[src/rtl/remote_cmd_sequencer.sv]
// remote_cmd_sequencer
//   Queues 16-bit KnightsTour commands and issues them one at a time through
//   the RemoteComm handshake. After each command it waits for the 8-bit
//   response and compares it with ACK_RESP. The sequence stops on a timeout
//   or on a bad response.
//
// Ports
//   clk, rst           system clock; asynchronous active-high reset
//   cmd_in, cmd_wr     command enqueue (dropped while fifo_full)
//   fifo_full/empty    FIFO status
//   start, abort       begin draining the FIFO / stop and flush
//   busy               sequencer not idle
//   cmd, send_cmd      command and 1-cycle send strobe to RemoteComm
//   cmd_sent           RemoteComm finished transmitting
//   resp_rdy, resp     RemoteComm response valid / byte
//   clr_rx_rdy         1-cycle acknowledge of the response
//   done               1-cycle pulse when a sequence ends
//   err, err_code      sticky error; 01 timeout, 10 bad response
//   err_resp           offending response byte (0 for timeout)
//   ok_cnt             acknowledged commands since start, saturating
//
// Build option
//   REMOTE_CMD_SEQ_RETRY_EN: a failed command is re-sent up to MAX_RETRY
//   more times before the error becomes final.
//
// state       | meaning
// ------------+---------------------------------------------------------
// S_IDLE      | waiting for start
// S_LOAD      | pop FIFO head into cmd
// S_SEND      | send_cmd high, load the timeout timer
// S_WAIT_SENT | waiting for cmd_sent, timer running
// S_WAIT_RESP | waiting for resp_rdy, timer running
// S_CHECK     | clr_rx_rdy high, compare response
// S_FINISH    | raise done, return to idle

module remote_cmd_sequencer #(
  parameter int         DEPTH        = 8,
  parameter int         TIMEOUT_CLKS = 1000000,
  parameter logic [7:0] ACK_RESP     = 8'hA5,
  parameter int         MAX_RETRY    = 2
) (
  input  logic        clk,
  input  logic        rst,
  input  logic [15:0] cmd_in,
  input  logic        cmd_wr,
  output logic        fifo_full,
  output logic        fifo_empty,
  input  logic        start,
  input  logic        abort,
  output logic        busy,
  output logic [15:0] cmd,
  output logic        send_cmd,
  input  logic        cmd_sent,
  input  logic        resp_rdy,
  input  logic [7:0]  resp,
  output logic        clr_rx_rdy,
  output logic        done,
  output logic        err,
  output logic [1:0]  err_code,
  output logic [7:0]  err_resp,
  output logic [7:0]  ok_cnt
);

  localparam int PTR_W = $clog2(DEPTH);
  localparam int CNT_W = PTR_W + 1;
  localparam int TMR_W = $clog2(TIMEOUT_CLKS);
  // Down-counter reload chosen so that done lands exactly TIMEOUT_CLKS
  // cycles after the send_cmd pulse (SEND, wait cycles, FINISH, done).
  localparam logic [TMR_W-1:0] TMR_LOAD = TMR_W'(TIMEOUT_CLKS - 3);

  typedef enum logic [2:0] {
    S_IDLE, S_LOAD, S_SEND, S_WAIT_SENT, S_WAIT_RESP, S_CHECK, S_FINISH
  } state_t;

  state_t            state;
  logic [15:0]       mem [DEPTH];
  logic [PTR_W-1:0]  wr_ptr;
  logic [PTR_W-1:0]  rd_ptr;
  logic [CNT_W-1:0]  count;
  logic              push;
  logic              pop;
  logic [TMR_W-1:0]  tmr;
  logic [7:0]        resp_q;
  logic              fail;
  logic [1:0]        fail_code;
  logic              retry_ok;

  assign fifo_full  = (count == CNT_W'(DEPTH));
  assign fifo_empty = (count == '0);
  assign busy       = (state != S_IDLE);
  // Flush wins over a simultaneous push.
  assign push       = cmd_wr && !fifo_full && !abort;
  assign pop        = (state == S_LOAD) && !abort;

`ifdef REMOTE_CMD_SEQ_RETRY_EN
  localparam int ATT_W = $clog2(MAX_RETRY + 2) + 1;
  logic [ATT_W-1:0] attempts;
  assign retry_ok = (attempts <= ATT_W'(MAX_RETRY));
`else
  // MAX_RETRY has no effect when retries are not built in.
  logic unused_max_retry;
  assign unused_max_retry = (MAX_RETRY != 0);
  assign retry_ok = 1'b0;
`endif

  always_ff @(posedge clk) begin
    if (push) mem[wr_ptr] <= cmd_in;
  end

  always_ff @(posedge clk or posedge rst) begin
    if (rst) begin
      wr_ptr <= '0;
      rd_ptr <= '0;
      count  <= '0;
    end else if (abort) begin
      wr_ptr <= '0;
      rd_ptr <= '0;
      count  <= '0;
    end else begin
      if (push) wr_ptr <= wr_ptr + 1'b1;
      if (pop)  rd_ptr <= rd_ptr + 1'b1;
      case ({push, pop})
        2'b10:   count <= count + 1'b1;
        2'b01:   count <= count - 1'b1;
        default: ;
      endcase
    end
  end

  // A response arriving on the last timer cycle still counts as in time.
  always_comb begin
    fail      = 1'b0;
    fail_code = 2'b00;
    case (state)
      S_WAIT_SENT: if (tmr == '0) begin
        fail      = 1'b1;
        fail_code = 2'b01;
      end
      S_WAIT_RESP: if (!resp_rdy && tmr == '0) begin
        fail      = 1'b1;
        fail_code = 2'b01;
      end
      S_CHECK: if (resp_q != ACK_RESP) begin
        fail      = 1'b1;
        fail_code = 2'b10;
      end
      default: ;
    endcase
  end

  always_ff @(posedge clk or posedge rst) begin
    if (rst) begin
      state      <= S_IDLE;
      cmd        <= '0;
      send_cmd   <= 1'b0;
      clr_rx_rdy <= 1'b0;
      done       <= 1'b0;
      err        <= 1'b0;
      err_code   <= '0;
      err_resp   <= '0;
      ok_cnt     <= '0;
      tmr        <= '0;
      resp_q     <= '0;
`ifdef REMOTE_CMD_SEQ_RETRY_EN
      attempts   <= '0;
`endif
    end else begin
      send_cmd   <= 1'b0;
      clr_rx_rdy <= 1'b0;
      done       <= 1'b0;
      if (abort) begin
        if (state != S_IDLE) begin
          state <= S_IDLE;
          done  <= 1'b1;
        end
        // Release a response RemoteComm is still holding for us.
        clr_rx_rdy <= resp_rdy && (state == S_WAIT_SENT || state == S_WAIT_RESP);
      end else if (fail) begin
        if (retry_ok) begin
          send_cmd <= 1'b1;
          state    <= S_SEND;
`ifdef REMOTE_CMD_SEQ_RETRY_EN
          attempts <= attempts + 1'b1;
`endif
        end else begin
          err      <= 1'b1;
          err_code <= fail_code;
          err_resp <= (fail_code == 2'b10) ? resp_q : 8'h00;
          state    <= S_FINISH;
        end
      end else begin
        case (state)
          S_IDLE: if (start) begin
            err      <= 1'b0;
            err_code <= '0;
            err_resp <= '0;
            ok_cnt   <= '0;
            state    <= fifo_empty ? S_FINISH : S_LOAD;
          end
          S_LOAD: begin
            cmd      <= mem[rd_ptr];
            send_cmd <= 1'b1;
            state    <= S_SEND;
`ifdef REMOTE_CMD_SEQ_RETRY_EN
            attempts <= ATT_W'(1);
`endif
          end
          S_SEND: begin
            tmr   <= TMR_LOAD;
            state <= S_WAIT_SENT;
          end
          S_WAIT_SENT: begin
            tmr <= tmr - 1'b1;
            if (cmd_sent) state <= S_WAIT_RESP;
          end
          S_WAIT_RESP: begin
            if (resp_rdy) begin
              resp_q     <= resp;
              clr_rx_rdy <= 1'b1;
              state      <= S_CHECK;
            end else begin
              tmr <= tmr - 1'b1;
            end
          end
          S_CHECK: begin
            if (ok_cnt != 8'hFF) ok_cnt <= ok_cnt + 1'b1;
            state <= fifo_empty ? S_FINISH : S_LOAD;
          end
          S_FINISH: begin
            done  <= 1'b1;
            state <= S_IDLE;
          end
          default: state <= S_IDLE;
        endcase
      end
    end
  end

endmodule

[config.mk]
export PLATFORM = sky130hd
export DESIGN_NAME = remote_cmd_sequencer
export DESIGN_NICKNAME = d
export VERILOG_FILES = /design/src/rtl/remote_cmd_sequencer.sv
export SDC_FILE = /design/constraint.sdc
export NUM_CORES = 1
export LEC_CHECK = 0
export ABC_AREA = 1
export CAP_MARGIN = 5
export CORE_ASPECT_RATIO = 1.2
export CORE_MARGIN = 2
export CORE_UTILIZATION = 53
export CTS_CLUSTER_SIZE = 16
export DETAILED_ROUTE_END_ITERATION = 7
export PLACE_DENSITY_LB_ADDON = 0.12
export SLEW_MARGIN = 15
export SYNTH_ARGS = -nofsm -noshare
export SYNTH_HDL_FRONTEND = slang
export SYNTH_SLANG_ARGS = --single-unit
[constraint.sdc]
create_clock -name clk -period 2.4 [get_ports clk]
set_input_delay 0.48 -clock clk [delete_from_list [all_inputs] [get_ports clk]]
set_output_delay 0.48 -clock clk [all_outputs]
set_load 0.01 [all_outputs]
# --- Word level (Yosys, flattened, before mapping) ---
# Memories as Yosys holds them, arrays and structs flattened. A register that Yosys moved wholly into a read port is not among the register bits.
# Cells that the tools add are included.
# Widths: inputs -> output; s select.
totals:
  ramBits: 128
  inputBits: 31
  word_cells: 116
  regBits: 63
  out_inout_bits: 41
  n_memories: 1
mem_list:
  columns: ["memory", "words", "word_bits", "rd", "rd_clocked_by_memory_dff", "wr", "line", "text"]
  rows:
  - ["mem", 8, 16, 1, 1, 1, "76", "logic [15:0] mem [DEPTH];"]
op_classes:
  mux: 49
  n_addsub: 6
  n_eq_ne: 19
  n_reduce_logical: 26
  bitwise_logic: 2
ops:
  columns: ["cell", "n"]
  rows:
  - ["$pmux 20 s3", 1]
  - ["$mux 8", 5]
  - ["$mux 3", 11]
  - ["$mux 1", 21]
  - ["$logic_not 20->1", 1]
  - ["$mux 20", 1]
  - ["$sub 20x1->20 const B", 1]
  - ["$pmux 3 s6", 1]
  - ["$ne 8x8->1 const B", 2]
  - ["$pmux 8 s2", 1]
  - ["$ne 4x4->1 const B", 3]
  - ["$reduce_and 4->1", 3]
  - ["$reduce_bool 2->1", 5]
  - ["$eq 3x3->1 const B", 3]
  - ["$reduce_bool 3->1", 3]
  - ["$add 8x1->8 const B", 1]
  - ["$mux 2", 4]
  - ["$pmux 4 s2", 1]
  - ["$add 3x1->3 const B", 2]
  - ["$eq 3x2->1 const B", 2]
  - ["$ne 2x2->1 const B", 3]
  - ["$pmux 2 s3", 1]
  - ["$reduce_and 3->1", 2]
  - ["$logic_and 1x1->1", 5]
  - ["15 further kinds", 19]

# --- Depth between registers and ports, before layout ---
logic_depth:
  ltp_word: 7
  mapped_depth: 13
  ltp_nobuf: 13

# --- Worst setup path before layout ---
# No wires, ideal clock.
synth_path:
  path_type: "register to register"
  startpoint: "register count[0]"
  endpoint: "memory mem[0][0], enable pin"
  required_ns: 2.012
  t_arrival_ns: 1.721
  path_stages_with_launch: 9
  slack_ns: 0.291
  n_path_buf: 0
  period_less_slack_ns: 2.109
  setup_time_ns: 0.388
  path_cell_list: "dfrtp_1 inv_1 nand2_1 inv_1 nand3_1 nand2_1 nor2_1 nand2_1 nor2_1"
synth_via:
  elab_chain_len: 6
synth_lines:
  columns: ["element", "line", "text"]
  rows:
  - ["start: declaration", "79", "logic [CNT_W-1:0] count;"]
  - ["start signal: assignment", "123", "2'b10: count <= count + 1'b1;"]
  - ["start signal: assignment", "124", "2'b01: count <= count - 1'b1;"]
  - ["$eq 4x4->1", "88", "assign fifo_full = (count == CNT_W'(DEPTH));"]
  - ["$logic_not 1->1", "92", "assign push = cmd_wr && !fifo_full && !abort;"]
  - ["$logic_and 1x1->1 (2 in a row)", "92", null]
  - ["$mux 1", "107", "if (push) mem[wr_ptr] <= cmd_in;"]
  - ["$mux 1 (implied by the code)", "107", null]
  - ["end: declaration", "76", null]
# Every way passes these cells.

# --- Worst setup path after layout ---
layout_path:
  startpoint: "register state[0]"
  endpoint: "output port busy"
layout_via:
  elab_chain_len: 1
layout_lines:
  columns: ["element", "line", "text"]
  rows:
  - ["start: declaration", "75", "state_t state;"]
  - ["start signal: assignment", "198", "state <= fifo_empty ? S_FINISH : S_LOAD;"]
  - ["start signal: assignment", "227", "state <= fifo_empty ? S_FINISH : S_LOAD;"]
  - ["$reduce_bool 3->1", "90", "assign busy = (state != S_IDLE);"]
  - ["end: declaration", "50", "output logic busy,"]
# Every way passes these cells.

==> flow_summary.toml <==
[timing]
slew_headroom_pct = 55.37
fin_skew_ns = 0.009773
setup_slack_ns = 0.1283
tightest_slew_ns = 0.6694
hold_violations = 0
finalSetupTns_ns = 0
grt_setup_unrepaired = "false"
min_period_over_period_pct = 94.65
whs_ns = 0.4575
finalMaxSlewViolations = 0
min_period_ns = 2.272
fmax_mhz = 440.2
setup_viol = 0

[global_route]
grt.total_usage_pct = 22.62
antenna_found_initial = 0
globalRoute.busiestLayer = "met2"
grt_pass1_vias = 6558
use_met1_pct = 28.92
grt_start_max_net_pins = 80
use_met3_pct = 3.094
grt_overflow_total = 0
grt_pass1_wl_um = 33710
grt_use_met2_pct = 40.44

[layout]
seqCellArea_um2 = 5823
layout_common_cells = "nand2_1, nor2_1, edfxtp_1, o21ai_0, dfrtp_1"
final_core_util_pct = 65.13
final_common_cell = "nand2_1"
multi_input_area_um2 = 2977
layout.cells.non_filler = 1252
filler_cell_count = 1396
antenna-diode-count = 0
nNetsFinal = 1060
areaGrowthSynthToFinish_pct = 19.80
final_cell_area_um2 = 11020
layout-drive-gt1-share_pct = 8.398

[detailed_routing]
wl_um = 20550
drc_errors = 0
first_iter_violations = 486
vias = 6787
drt_pass1_iterations = 5
antenna_left = 0
wl_per_cell_um = 16.41
vias_per_cell = 5.421

[floorplan]
die_height_um = 148.3
ioPinCount = 72
dieArea_um2 = 18430
initial_utilization_pct = 54.36
rows = 52
core_area_um2 = 16920
die_x_um = 124.3

[synth]
synth_compound_area_share_pct = 8.599
syn-instance-count = 934
synth_ff_type = "edfxtp_1"
synth-xor-area-share_pct = 0.9524
synthArstFlopShare_pct = 38.16
synth_top_family_by_area = "simple AND/OR/NAND/NOR gates"
synth.area.top_cells = "edfxtp_1, dfrtp_1, nand2_1"
synth_top_area_cell = "edfxtp_1"
synthAdderAreaFrac_pct = 1.170
syn_area_um2 = 9196
synth.distinct_cells = 36
yosys.area_share.simple_pct = 21.46
yosysSeqAreaShare_pct = 63.29
syn-num-nets = 973
synth_area_per_cell_um2 = 9.846
synthMuxAreaShare_pct = 0
synth_seq_cells = 207
synth_top_area_share_pct = 41.80
synth_edf_count = 128
yosysWarnings = 0

[critical_path]
timing.rr.start = "count[0]$_DFFE_PP0P_"
arrival_ns = 1.79
end_kind = "output pin"
crit_path_end = "busy"
reg2reg_slack_ns = 0.22
required_ns = 1.92
crit_fanout = 7
worstSetupPathType = "reg2out"
start_kind = "register"
reg2reg_to = "count[3]$_DFFE_PP0P_"
critPathLaunch = "state[0]$_DFFE_PP0P_"
reg2reg_depth = 13

[place]
dp_slack_ns = 0.03444
placed_cells = 1213
port_buffers = 71
placed_area_um2 = 10270
dpl.hpwl_um = 13350
gp_congestion = 0.8694

[power]
p_sw_mw = 3.684
seq_power_share_pct = 41.4
combPwrFrac_pct = 28.9
p_leak_nw = 4.520
vdd_drop_max_v = 0.0006383
power.internal_mw = 7.649
power_mw = 11.33
swShare_pct = 32.51
powerDensity_nw_per_um2 = 1029
p_clk_share_pct = 29.7

[cts]
postCtsSetupBuffers = 0
clockRootBuffer = "clkbuf_16"
clk_path_buf_depth = 3
cts_sinks = 207
clk_pin_slew_ns = 0.06
ctsResizeCount = 3
hold_buffers = 0
insertion_delay_ns = 0.50
cts_made_buffers = 22
cts_tree = "done"
htreeDepth = 1

[hold_path]
holdCritPathClass = "in2async"

[outcome]
status = "complete, no violations"

[flow_run]
maxCapViolCount = 0
[cell usage after synthesis, types with 2 or more instances]
cell,instances
nand2_2,2
a31oi_1,16
nor3b_1,4
or2_2,3
nor3_1,10
nor2_1,141
ha_1,7
a21oi_1,5
nor2_2,3
edfxtp_1,128
o21ai_0,78
o31ai_1,2
nand4_1,11
xnor2_1,4
clkbuf_1,20
inv_1,58
buf_6,2
nand3_2,3
buf_2,12
nand3_1,52
xor2_1,6
o22ai_1,33
nor2_4,2
dfrtp_1,79
buf_4,5
o21ai_1,3
nand2_1,236
[critical path, cell delays in order, from the launching register on]
cell             delay [ns]
dfrtp_1                0.49
nor2_4                 0.22
nand2_2                0.10
clkdlybuf4s50_1        0.49
[cells by family after synthesis]
logic type,after synthesis
compound gates,140
xor+xnor,10
fa+ha+maj,8
buf+inv,98
flops,207
simple gates,471
[per-layer routing]
metal  wire, um  part of all wire (%)
met5          0                     0
met1       8743                    43
met3        769                   3.7
met2      10530                    51
met4        502                   2.4
[sequential cells by signal, indices dropped and copies added (netlist names), 2 cells and up]
signal	cells
cmd	16
count	4
err_code	2
err_resp	8
mem	128
ok_cnt	8
rd_ptr	3
resp_q	8
state	3
tmr	20
wr_ptr	3
[how the worst min path moves through the flow]
stage                                    to  slack (ns)
floorplan                tmr[1]$_DFFE_PP0P_        0.45
global placement    err_code[1]$_DFFE_PP0P_        0.45
detailed placement  err_resp[3]$_DFFE_PP0P_        0.46
CTS                     cmd[10]$_DFFE_PP0P_        0.47
global route          resp_q[7]$_DFFE_PP0P_        0.51
finish                   cmd[9]$_DFFE_PP0P_        0.46
[area by class of cell]
type | count | area share, %
inverters | 58 | 2.010
multi-input cells | 629 | 27.02
clock buffers | 33 | 5.838
repair buffers | 103 | 9.097
flip-flops and latches | 207 | 52.86
well taps | 216 | 2.453
clock inverters | 6 | 0.7269
[power groups by stage]
stage / clock network (mW) / registers, mW / logic (mW)
5_1_grt: 3.59 / 4.76 / 3.67
3_3_place_gp: 0 / 4.74 / 3.21
4_1_cts: 3.44 / 4.69 / 3.28
2_1_floorplan: 0 / 4.75 / 2.06
6_report: 3.37 / 4.69 / 3.27
3_5_place_dp: 0 / 4.74 / 3.25
Note: power is estimated with default switching activity, not from simulation.
